<file path="config.mk">
export PLATFORM = sky130hd
export DESIGN_NAME = hazard_ctrl
export DESIGN_NICKNAME = d
export VERILOG_FILES = /design/src/rtl/hazard_pkg.sv /design/src/rtl/hazard_track.sv /design/src/rtl/hazard_ctrl.sv
export SDC_FILE = /design/constraint.sdc
export NUM_CORES = 1
export LEC_CHECK = 0
export CORE_AREA = 3 3 75 63
export DETAILED_ROUTE_END_ITERATION = 6
export DIE_AREA = 0 0 78 66
export GPL_TIMING_DRIVEN = 1
export PLACE_DENSITY = 0.77
export SLEW_MARGIN = 20
export SYNTH_ARGS = -nofsm -noshare
export SYNTH_HDL_FRONTEND = slang
export SYNTH_HIERARCHICAL = 1
export SYNTH_SLANG_ARGS = --single-unit
</file>
<file path="constraint.sdc">
create_clock -name clk -period 2.3 [get_ports clk]
set_input_delay 0.345 -clock clk [delete_from_list [all_inputs] [get_ports clk]]
set_output_delay 0.345 -clock clk [all_outputs]
set_load 0.05 [all_outputs]
</file>
<file path="src/rtl/hazard_pkg.sv">
// Shared types for the pipeline hazard controller: forwarding selects, FSM states and the
// shadow-tracker record carried alongside EX, MEM and WB.
package hazard_pkg;

    localparam int unsigned REG_W = 5;

    typedef enum logic [1:0] {
        FWD_RF  = 2'b00,
        FWD_MEM = 2'b01,
        FWD_WB  = 2'b10
    } fwd_sel_e;

    typedef enum logic {
        RUN      = 1'b0,
        MEM_WAIT = 1'b1
    } hz_state_e;

    typedef struct packed {
        logic [REG_W-1:0] rd;
        logic             reg_wr;
        logic             is_load;
    } track_t;

    localparam track_t TRACK_BUBBLE = '0;

    // A tracker can supply an operand only if it writes a real register (x0 never forwards).
    function automatic logic src_match(track_t t, logic [REG_W-1:0] rs, logic use_rs);
        return use_rs && t.reg_wr && (t.rd != '0) && (t.rd == rs);
    endfunction

    function automatic fwd_sel_e fwd_pick(track_t ex_t, track_t mem_t,
                                          logic [REG_W-1:0] rs, logic use_rs);
        if (src_match(ex_t, rs, use_rs)) begin
            return FWD_MEM;
        end else if (src_match(mem_t, rs, use_rs)) begin
            return FWD_WB;
        end
        return FWD_RF;
    endfunction

endpackage

</file>
<file path="src/rtl/hazard_track.sv">
// One shadow pipeline-stage register: holds on freeze, loads a bubble on flush/stall,
// otherwise captures the record of the instruction entering the stage.
module hazard_track
    import hazard_pkg::*;
(
    input  logic   clk,
    input  logic   rst,
    input  logic   hold,
    input  logic   bubble,
    input  track_t din,
    output track_t dout
);

    track_t stage_q;

    always_ff @(posedge clk) begin
        if (!rst) begin
            stage_q <= TRACK_BUBBLE;
        end else if (hold) begin
            stage_q <= stage_q;
        end else if (bubble) begin
            stage_q <= TRACK_BUBBLE;
        end else begin
            stage_q <= din;
        end
    end

    assign dout = stage_q;

endmodule

</file>
<file path="src/rtl/hazard_ctrl.sv">
// Pipeline hazard controller: registered forwarding selects plus combinational stall/flush
// control, with a memory-wait FSM and a saturating stall-cycle counter.
module hazard_ctrl
    import hazard_pkg::*;
(
    input  logic             clk,
    input  logic             rst,
    input  logic [REG_W-1:0] id_rs1,
    input  logic [REG_W-1:0] id_rs2,
    input  logic [REG_W-1:0] id_rd,
    input  logic             id_use_rs1,
    input  logic             id_use_rs2,
    input  logic             id_reg_wr,
    input  logic             id_is_load,
    input  logic             ex_br_taken,
    input  logic             dmem_req,
    input  logic             dmem_ready,
    output logic [1:0]       fwd_a,
    output logic [1:0]       fwd_b,
    output logic             stall_if,
    output logic             stall_id,
    output logic             flush_id,
    output logic             flush_ex,
    output logic             stall_mem,
    output logic [15:0]      stall_cnt
);

    track_t    id_trk, ex_trk, mem_trk, wb_trk;
    hz_state_e state_q;
    fwd_sel_e  fwd_a_q, fwd_b_q;
    logic      mem_wait, br_flush, load_use, ex_bubble;
    logic      ex_hit_rs1, ex_hit_rs2;
    logic [15:0] cnt_q;

    assign id_trk = '{rd: id_rd, reg_wr: id_reg_wr, is_load: id_is_load};

    assign ex_hit_rs1 = id_use_rs1 && (id_rs1 == ex_trk.rd);
    assign ex_hit_rs2 = id_use_rs2 && (id_rs2 == ex_trk.rd);

    // Priority: memory wait > branch flush > load-use; everything is silent in reset.
    always_comb begin
        mem_wait  = rst && dmem_req && !dmem_ready;
        br_flush  = rst && !mem_wait && ex_br_taken;
        load_use  = rst && !mem_wait && !br_flush && ex_trk.is_load && (ex_trk.rd != '0)
                    && (ex_hit_rs1 || ex_hit_rs2);
        ex_bubble = br_flush || load_use;
    end

    assign stall_if  = mem_wait || load_use;
    assign stall_id  = mem_wait || load_use;
    assign stall_mem = mem_wait;
    assign flush_id  = br_flush;
    assign flush_ex  = br_flush || load_use;

    hazard_track u_track_ex (
        .clk    (clk),
        .rst    (rst),
        .hold   (mem_wait),
        .bubble (ex_bubble),
        .din    (id_trk),
        .dout   (ex_trk)
    );

    hazard_track u_track_mem (
        .clk    (clk),
        .rst    (rst),
        .hold   (mem_wait),
        .bubble (1'b0),
        .din    (ex_trk),
        .dout   (mem_trk)
    );

    hazard_track u_track_wb (
        .clk    (clk),
        .rst    (rst),
        .hold   (mem_wait),
        .bubble (1'b0),
        .din    (mem_trk),
        .dout   (wb_trk)
    );

    // WB shadow completes the pipeline picture but no decision depends on it yet.
    logic unused_wb;
    assign unused_wb = ^wb_trk;

    always_ff @(posedge clk) begin
        if (!rst) begin
            state_q <= RUN;
        end else begin
            case (state_q)
                RUN:      if (mem_wait) state_q <= MEM_WAIT;
                MEM_WAIT: if (dmem_ready) state_q <= RUN;
                default:  state_q <= RUN;
            endcase
        end
    end

    always_ff @(posedge clk) begin
        if (!rst) begin
            fwd_a_q <= FWD_RF;
            fwd_b_q <= FWD_RF;
            cnt_q   <= '0;
        end else begin
            if (!mem_wait) begin
                fwd_a_q <= ex_bubble ? FWD_RF : fwd_pick(ex_trk, mem_trk, id_rs1, id_use_rs1);
                fwd_b_q <= ex_bubble ? FWD_RF : fwd_pick(ex_trk, mem_trk, id_rs2, id_use_rs2);
            end
            if (stall_id && (cnt_q != 16'hFFFF)) begin
                cnt_q <= cnt_q + 16'd1;
            end
        end
    end

    assign fwd_a     = fwd_a_q;
    assign fwd_b     = fwd_b_q;
    assign stall_cnt = cnt_q;

endmodule

</file>
* Word level (Yosys, flattened, before mapping)
Cells that the tools add are included.
** Cells by class
- $add $sub $neg :: 1
- Equal/unequal tests :: 7
- Mux-type cells :: 17
- Reductions and logical operators :: 31
** Operators with widths (number)
- 5-bit == test :: 6
- 1-bit logical AND :: 23
- 16-bit by 1-bit adder with 16-bit output, second input constant :: 1
- 2-bit 2-to-1 mux :: 8
- 16-bit != test, second input constant :: 1
- 5-bit nonzero test :: 2
- 1-bit 2-to-1 mux :: 8
- 7-bit 2-to-1 mux :: 1
- 1-bit zero test :: 3
- 1-bit logical OR :: 3
** Storage, ports and cells
- Flip-flop bits (word level) :: 33
- Input bits :: 24
- Output and inout port bits :: 25

* Longest topological paths before layout
Gate-level depths: netlist (run 1).
- Depth after elaboration :: 12
- Depth in mapped cells :: 8
- Depth with buffers taken out :: 7

* Hierarchy
Netlist (run 1), hierarchy kept.
** Modules (own cells, without submodules)
- hazard_ctrl :: times used 1, cells each 170, area an instance 1397.6 um2, seq. area each 400.4 um2
- hazard_track :: times used 2, cells each 30, area an instance 270.3 um2, seq. area each 140.1 um2

* Worst setup path before layout (run 1)
OpenSTA, ideal clock, no wires.
- Path kind :: input -> register
- Start point :: in rst
- End point :: reg u_track_ex.stage_q, in the netlist u_track_ex/dout[1]
- Arrival time :: 2.441 ns
- Required time :: 2.182 ns
- Slack :: -0.259 ns
- Stages on the path :: 6
- Path buffers :: 2
- Cell sequence :: buf_4 -> clkbuf_1 -> nand2_1 -> o21ai_0 -> or2_4 -> o21ai_1
** Between the ends
- Word-level cells in the longest chain between the ends :: 12
** RTL lines
- start: declaration :: line hazard_ctrl.sv:7 : input logic rst,
- 1-bit logical AND (2 in a row) :: line hazard_ctrl.sv:42 : mem_wait = rst && dmem_req && !dmem_ready;
- 1-bit zero test
- 1-bit logical AND * :: line hazard_ctrl.sv:43, hazard_ctrl.sv:44
- 1-bit logical AND :: line hazard_ctrl.sv:43 : br_flush = rst && !mem_wait && ex_br_taken;
- 1-bit zero test :: line hazard_ctrl.sv:44 : load_use = rst && !mem_wait && !br_flush && ex_trk.is_load && (ex_trk.rd != '0)
- 1-bit logical AND (3 in a row) :: line hazard_ctrl.sv:44
- 1-bit logical AND :: line hazard_ctrl.sv:45 : && (ex_hit_rs1 || ex_hit_rs2);
- 1-bit logical OR *
- named net flush_ex :: line hazard_ctrl.sv:23 : output logic flush_ex,
- 7-bit 2-to-1 mux * :: line hazard_track.sv:21 : end else if (bubble) begin
- end signal: assignment :: line hazard_track.sv:20 : stage_q <= stage_q;
- end signal: assignment :: line hazard_track.sv:24 : stage_q <= din;
- end: declaration :: line hazard_track.sv:14 : track_t stage_q;
Mark *: on every way through the listed nets, which the timed path passes. The rest lies on a longest branch.
A chain may end at the register's enable or synchronous reset.

* Final worst setup path (run 1)
- Start point :: in id_rs1[0]
- End point :: out flush_ex
** Between the ends
- Word-level cells in the longest chain between the ends :: 5
** RTL lines
- start: declaration :: line hazard_ctrl.sv:8 : input logic [REG_W-1:0] id_rs1,
- 5-bit == test :: line hazard_ctrl.sv:37 : assign ex_hit_rs1 = id_use_rs1 && (id_rs1 == ex_trk.rd);
- 1-bit logical AND :: line hazard_ctrl.sv:37
- 1-bit logical OR :: line hazard_ctrl.sv:45
- 1-bit logical AND :: line hazard_ctrl.sv:45
- 1-bit logical OR :: line hazard_ctrl.sv:53 : assign flush_ex = br_flush || load_use;
- end: declaration :: line hazard_ctrl.sv:23
Every way passes these cells.

==> results.sh, run 1 <==
export IMPL_max_cap_violations=0
export IMPL_grt_pass1_wl_mm=7.91
export IMPL_grt_max_degree=53
export IMPL_root_buffer="clkbuf_8"
export IMPL_synthToLayoutAreaGrowth_pct=43.7
export IMPL_dp_cells=342
export IMPL_fill_cells=354
export IMPL_tightest_slew_ps=513
export IMPL_antenna_found_initial=0
export IMPL_cts_path_max_buffers=2
export IMPL_critPathLaunchType="input pin"
export IMPL_num_vias=1899
export IMPL_ioPinCount=49
export IMPL_setup_worst_path_end_class="output port"
export IMPL_cp_required_ps=1960
export IMPL_holdWs_ps=454
export IMPL_core_area_um2=4100
export IMPL_ant_nets=0
export IMPL_period_minus_slack_ps=2300
export IMPL_drt_iter0_drc=129
export IMPL_total_power_w=0.00137
export IMPL_start_util=0.464
export IMPL_grt_usage=0.193
export IMPL_layout_common_cells="43 x clkdlybuf4s50_1, 35 x nand2_1, 33 x dfxtp_1, 22 x nand3_1, 22 x buf_4"
export IMPL_dieArea_um2=5150
export IMPL_vdd_ir_drop_max_mv=0.304
export IMPL_path_cells="clkdlybuf4s50_1 > xor2_1 > nor4_1 > and3_1 > o21ai_4 > o21ai_2 > buf_12"
export IMPL_critPathBufInv=2
export IMPL_rows=21
export IMPL_maxSlewHeadroom=0.657
export IMPL_syn_avg_cell_area_um2=8.41
export IMPL_die_h_um=66
export IMPL_syn_area_um2=1900
export IMPL_cpMaxStageDelayCell="clkdlybuf4s50_1"
export IMPL_grt_overflow=0
export IMPL_grt_pass1_vias=1701
export IMPL_clk_pin_slew_worst_paths_ps=70
export IMPL_dp_hpwl_mm=3.73
export IMPL_firstDrtPassIters=5
export IMPL_cts_hold_buf=0
export IMPL_routabilityCongestion=0.851
export IMPL_postLayoutSetupSlackWorst_ps=-0.435
export IMPL_cpLargestDelayFamily="buffers and inverters"
export IMPL_skew_ps=4.37
export IMPL_crit_fanout=7
export IMPL_p_per_area_nw_per_um2=501
export IMPL_drc_errors=0
export IMPL_setup_violations=1
export IMPL_via_per_inst=5.39
export IMPL_drive_gt1_frac=0.169
export IMPL_die_w_um=78
export IMPL_numCtsBuffers=5
export IMPL_hold_class="reg -> reg"
export IMPL_layout_nets=319
export IMPL_antennaDiodeCount=0
export IMPL_htreeDepth=2
export IMPL_cts_tree="done"
export IMPL_slew_violations=0
export IMPL_rsz0062_at_grt="yes"
export IMPL_cts_sinks=33
export IMPL_clock_latency_ps=290
export IMPL_final_common_cell="clkdlybuf4s50_1"
export IMPL_drt_wirelength_per_cell_um=13.9
export IMPL_hold_violations=0
export IMPL_power_leakage_nw=1.02
export IMPL_period_share=1.00
export IMPL_path_class="in -> out"
export IMPL_instances_no_fill=352
export IMPL_numPortBuffers=48
export IMPL_syn_instance_count=226
export IMPL_arrival_ps=1960
export IMPL_wirelength_mm=4.90
export IMPL_cpPeakStageDelay_ps=460
export IMPL_violations="negative setup slack"
export IMPL_ys_warn_count=6
export IMPL_status="finished, violations left"
export IMPL_fmax_mhz=435
[worst reg2reg max path, stage by stage (launching register included)]
cell and delay (ps):
dfxtp_1 360, xor2_1 180, nor4_1 280, and3_1 280
o21ai_4 120, buf_4 150, a2111oi_2 400, mux2i_1 220
[worst paths after layout]
path / start / endpoint / slack, ps / cells after the start
worst min register to register: fwd_b[1] / fwd_b[1] / 450 / 2
worst min-delay path: fwd_b[1] / fwd_b[1] / 450 / 2
worst max register to register: u_track_ex/dout[6] / stall_cnt[13] / 240 / 7
worst max-delay path: id_rs1[0] / flush_ex / -0.4 / 7
[through the flow]
step                instance area [um^2]  TNS, ps  utilization  setup slack (ps)
floorplan                           1900        0            -              81.9
global placement                    2590     -167        0.631             -78.1
detailed placement                  2590     -475        0.631              -124
CTS                                 2710        0        0.661              27.3
global route                        2730    -39.3        0.666             -21.1
finish                              2730   -0.435        0.666            -0.435
[flip-flops by register name, summed over array words and instances (netlist names)]
signal,count
fwd_b,2
fwd_a,2
u_track_ex/dout,7
u_track_mem/dout,6
stall_cnt,16
[metal layers]
layer  up-vias  routed length [um]  track usage  part of all wire
met5         -                   0            0                 0
met4         0                  72       0.0590             0.015
met3         9                 282       0.0354             0.058
met2        71                2160        0.299              0.44
met1       872                2380        0.273              0.49
li1        947                   -            -                 -
[where the power goes]
part | switching, W | total (W) | internal, W
combinational | 0.000103 | 0.000211 | 0.000108
clock | 0.000231 | 0.000555 | 0.000324
sequential | 0.0000178 | 0.000602 | 0.000584
[layout make-up]
cell class	instances	area, um^2	area share
flip-flops and latches	33	661	0.242
multi-input cells	179	1160	0.424
inverters	4	15.0	0.00550
well taps	57	71.3	0.0261
clock buffers	5	68.8	0.0252
repair buffers	71	711	0.260
clock inverters	3	46.3	0.0169
[timing repair]
action                                  4_1_cts  5_1_grt
setup buffers                                 0        2
resized for setup                             3        3
endpoints found under the setup margin        4        4
pin swaps                                     1        2
endpoints found under the hold margin         0        0
gates cloned                                  0        0
Power figures use the tool's default switching activity.
==> inputs of run 2 (changes only) <==
--- a/config.mk
+++ b/config.mk
@@ -5,9 +5,9 @@
 export SDC_FILE = /design/constraint.sdc
 export NUM_CORES = 1
 export LEC_CHECK = 0
-export CORE_AREA = 3 3 75 63
+export CORE_AREA = 2 2 74 62
 export DETAILED_ROUTE_END_ITERATION = 6
-export DIE_AREA = 0 0 78 66
+export DIE_AREA = 0 0 76 64
 export GPL_TIMING_DRIVEN = 1
 export PLACE_DENSITY = 0.77
 export SLEW_MARGIN = 20
@@ -15,3 +15,4 @@
 export SYNTH_HDL_FRONTEND = slang
 export SYNTH_HIERARCHICAL = 1
 export SYNTH_SLANG_ARGS = --single-unit
+export TNS_END_PERCENT = 1
==> run 2 against run 1 <==
The flow now finishes without violations. Routed wire length fell by 3.8%. Clock skew hardly changed. Global-route usage is 0.37 points higher. Flip-flop and latch count unchanged. Design area decreased by 1.7%. Largest power group unchanged.
==> results.sh, run 2 (synthesis gave the netlist of run 1 again) <==
export IMPL_drt_wirelength_per_cell_um=13.5
export IMPL_die_h_um=64
export IMPL_clock_latency_ps=280
export IMPL_drc_errors=0
export IMPL_hold_violations=0
export IMPL_numCtsBuffers=5
export IMPL_period_minus_slack_ps=2280
export IMPL_grt_pass1_vias=1635
export IMPL_max_cap_violations=0
export IMPL_arrival_ps=1940
export IMPL_drive_gt1_frac=0.158
export IMPL_reg2reg_slack_ps=190
export IMPL_r2r_start="u_track_ex/dout[6]"
export IMPL_r2r_cells=7
export IMPL_critPathLaunchType="input pin"
export IMPL_power_leakage_nw=0.992
export IMPL_drt_iter0_drc=183
export IMPL_finalInstanceArea_um2=2680
export IMPL_ant_nets=0
export IMPL_fmax_mhz=438
export IMPL_cts_hold_buf=0
export IMPL_routabilityCongestion=0.856
export IMPL_p_per_area_nw_per_um2=459
export IMPL_antennaDiodeCount=0
export IMPL_whs_path_depth=2
export IMPL_htreeDepth=2
export IMPL_min_delay_worst_endpoint="fwd_b[1]"
export IMPL_layout_nets=315
export IMPL_dpl_cell_area_um2=2560
export IMPL_cts_path_max_buffers=2
export IMPL_setup_violations=0
export IMPL_antenna_found_initial=0
export IMPL_cts_tree="done"
export IMPL_holdWs_ps=445
export IMPL_synthToLayoutAreaGrowth_pct=41.2
export IMPL_setup_worst_path_end_class="output port"
export IMPL_firstDrtPassIters=4
export IMPL_grt_max_degree=53
export IMPL_crit_fanout=6
export IMPL_slew_violations=0
export IMPL_root_buffer="clkbuf_8"
export IMPL_dieArea_um2=4860
export IMPL_dp_hpwl_mm=3.50
export IMPL_final_common_cell="clkdlybuf4s50_1"
export IMPL_vdd_ir_drop_max_mv=0.369
export IMPL_fill_cells=336
export IMPL_grt_pass1_wl_mm=7.73
export IMPL_grt_usage=0.197
export IMPL_maxSlewHeadroom=0.645
export IMPL_rows=21
export IMPL_layout_common_cells="43 x clkdlybuf4s50_1, 35 x nand2_1, 33 x dfxtp_1, 22 x nand3_1, 18 x buf_4"
export IMPL_path_class="in -> out"
export IMPL_hold_start="fwd_b[1]"
export IMPL_total_power_w=0.00123
export IMPL_skew_ps=4.00
export IMPL_num_vias=1861
export IMPL_reg2reg_to="stall_cnt[13]"
export IMPL_cp_required_ps=1960
export IMPL_rsz0062_at_grt="yes"
export IMPL_ioPinCount=49
export IMPL_cts_sinks=33
export IMPL_via_per_inst=5.35
export IMPL_status="finished, final reports clean"
export IMPL_grt_overflow=0
export IMPL_largest_register_ff_count=16
export IMPL_core_area_um2=4070
export IMPL_numPortBuffers=48
export IMPL_wirelength_mm=4.71
export IMPL_tightest_slew_ps=531
export IMPL_clk_pin_slew_worst_paths_ps=70
export IMPL_hold_class="reg -> reg"
export IMPL_die_w_um=76
export IMPL_period_share=0.993
export IMPL_start_util=0.467
-- run 2: worst max-delay path by stage --
stage,startpoint,end,slack (ps)
2_1_floorplan,stall_cnt[0],stall_cnt[2],80
3_3_place_gp,id_rs1[0],flush_ex,-100
3_5_place_dp,id_rs1[0],stall_cnt[10],-110
4_1_cts,id_rs1[0],flush_ex,20
5_1_grt,id_rs2[2],stall_id,-40
6_report,id_rs2[2],stall_if,20
-- run 2: final cells by class --
type	count	area [um^2]	area share
Multi-Input combinational cell	179	1180	0.439
Timing Repair Buffer	67	677	0.252
Clock buffer	6	72.6	0.0270
Sequential cell	33	661	0.246
Clock inverter	2	10.0	0.00373
Tap cell	57	71.3	0.0266
Inverter	4	15.0	0.00559
-- run 2: layer usage --
metal / GRT usage / routed length [um] / part of all wire / up-vias
met2: 0.299 / 2050 / 0.43 / 66
met1: 0.283 / 2340 / 0.50 / 866
met5: 0 / 0 / 0 / -
li1: - / - / - / 925
met4: 0.0545 / 38 / 0.0081 / 0
met3: 0.0424 / 288 / 0.061 / 4
-- run 2: critical path: stages --
cell and delay [ps]:
clkdlybuf4s50_1 510, xor2_1 190, nor4_1 70, and3_1 210, o21ai_4 290, nand2_2 150
buf_12 170
-- run 2: stage by stage --
step	setup WS, ps	utilization	setup TNS (ps)	cells
finish	17.2	0.659	0	348
global route	-37.8	0.659	-131	348
CTS	19.1	0.652	0	347
detailed placement	-106	0.629	-407	339
global placement	-95.3	0.629	-400	339
floorplan	81.9	-	0	227
-- run 2: power by group --
part	switching, W	internal [W]	total (W)
Sequential	0.0000186	0.000584	0.000603
Clock	0.000214	0.000210	0.000423
Combinational	0.000101	0.000106	0.000207
-- run 2: repair_timing --
item	CTS	global route
pin swaps	1	1
buffers inserted	0	1
resized for setup	3	3
setup endpoints to repair	4	3
cloned	0	0
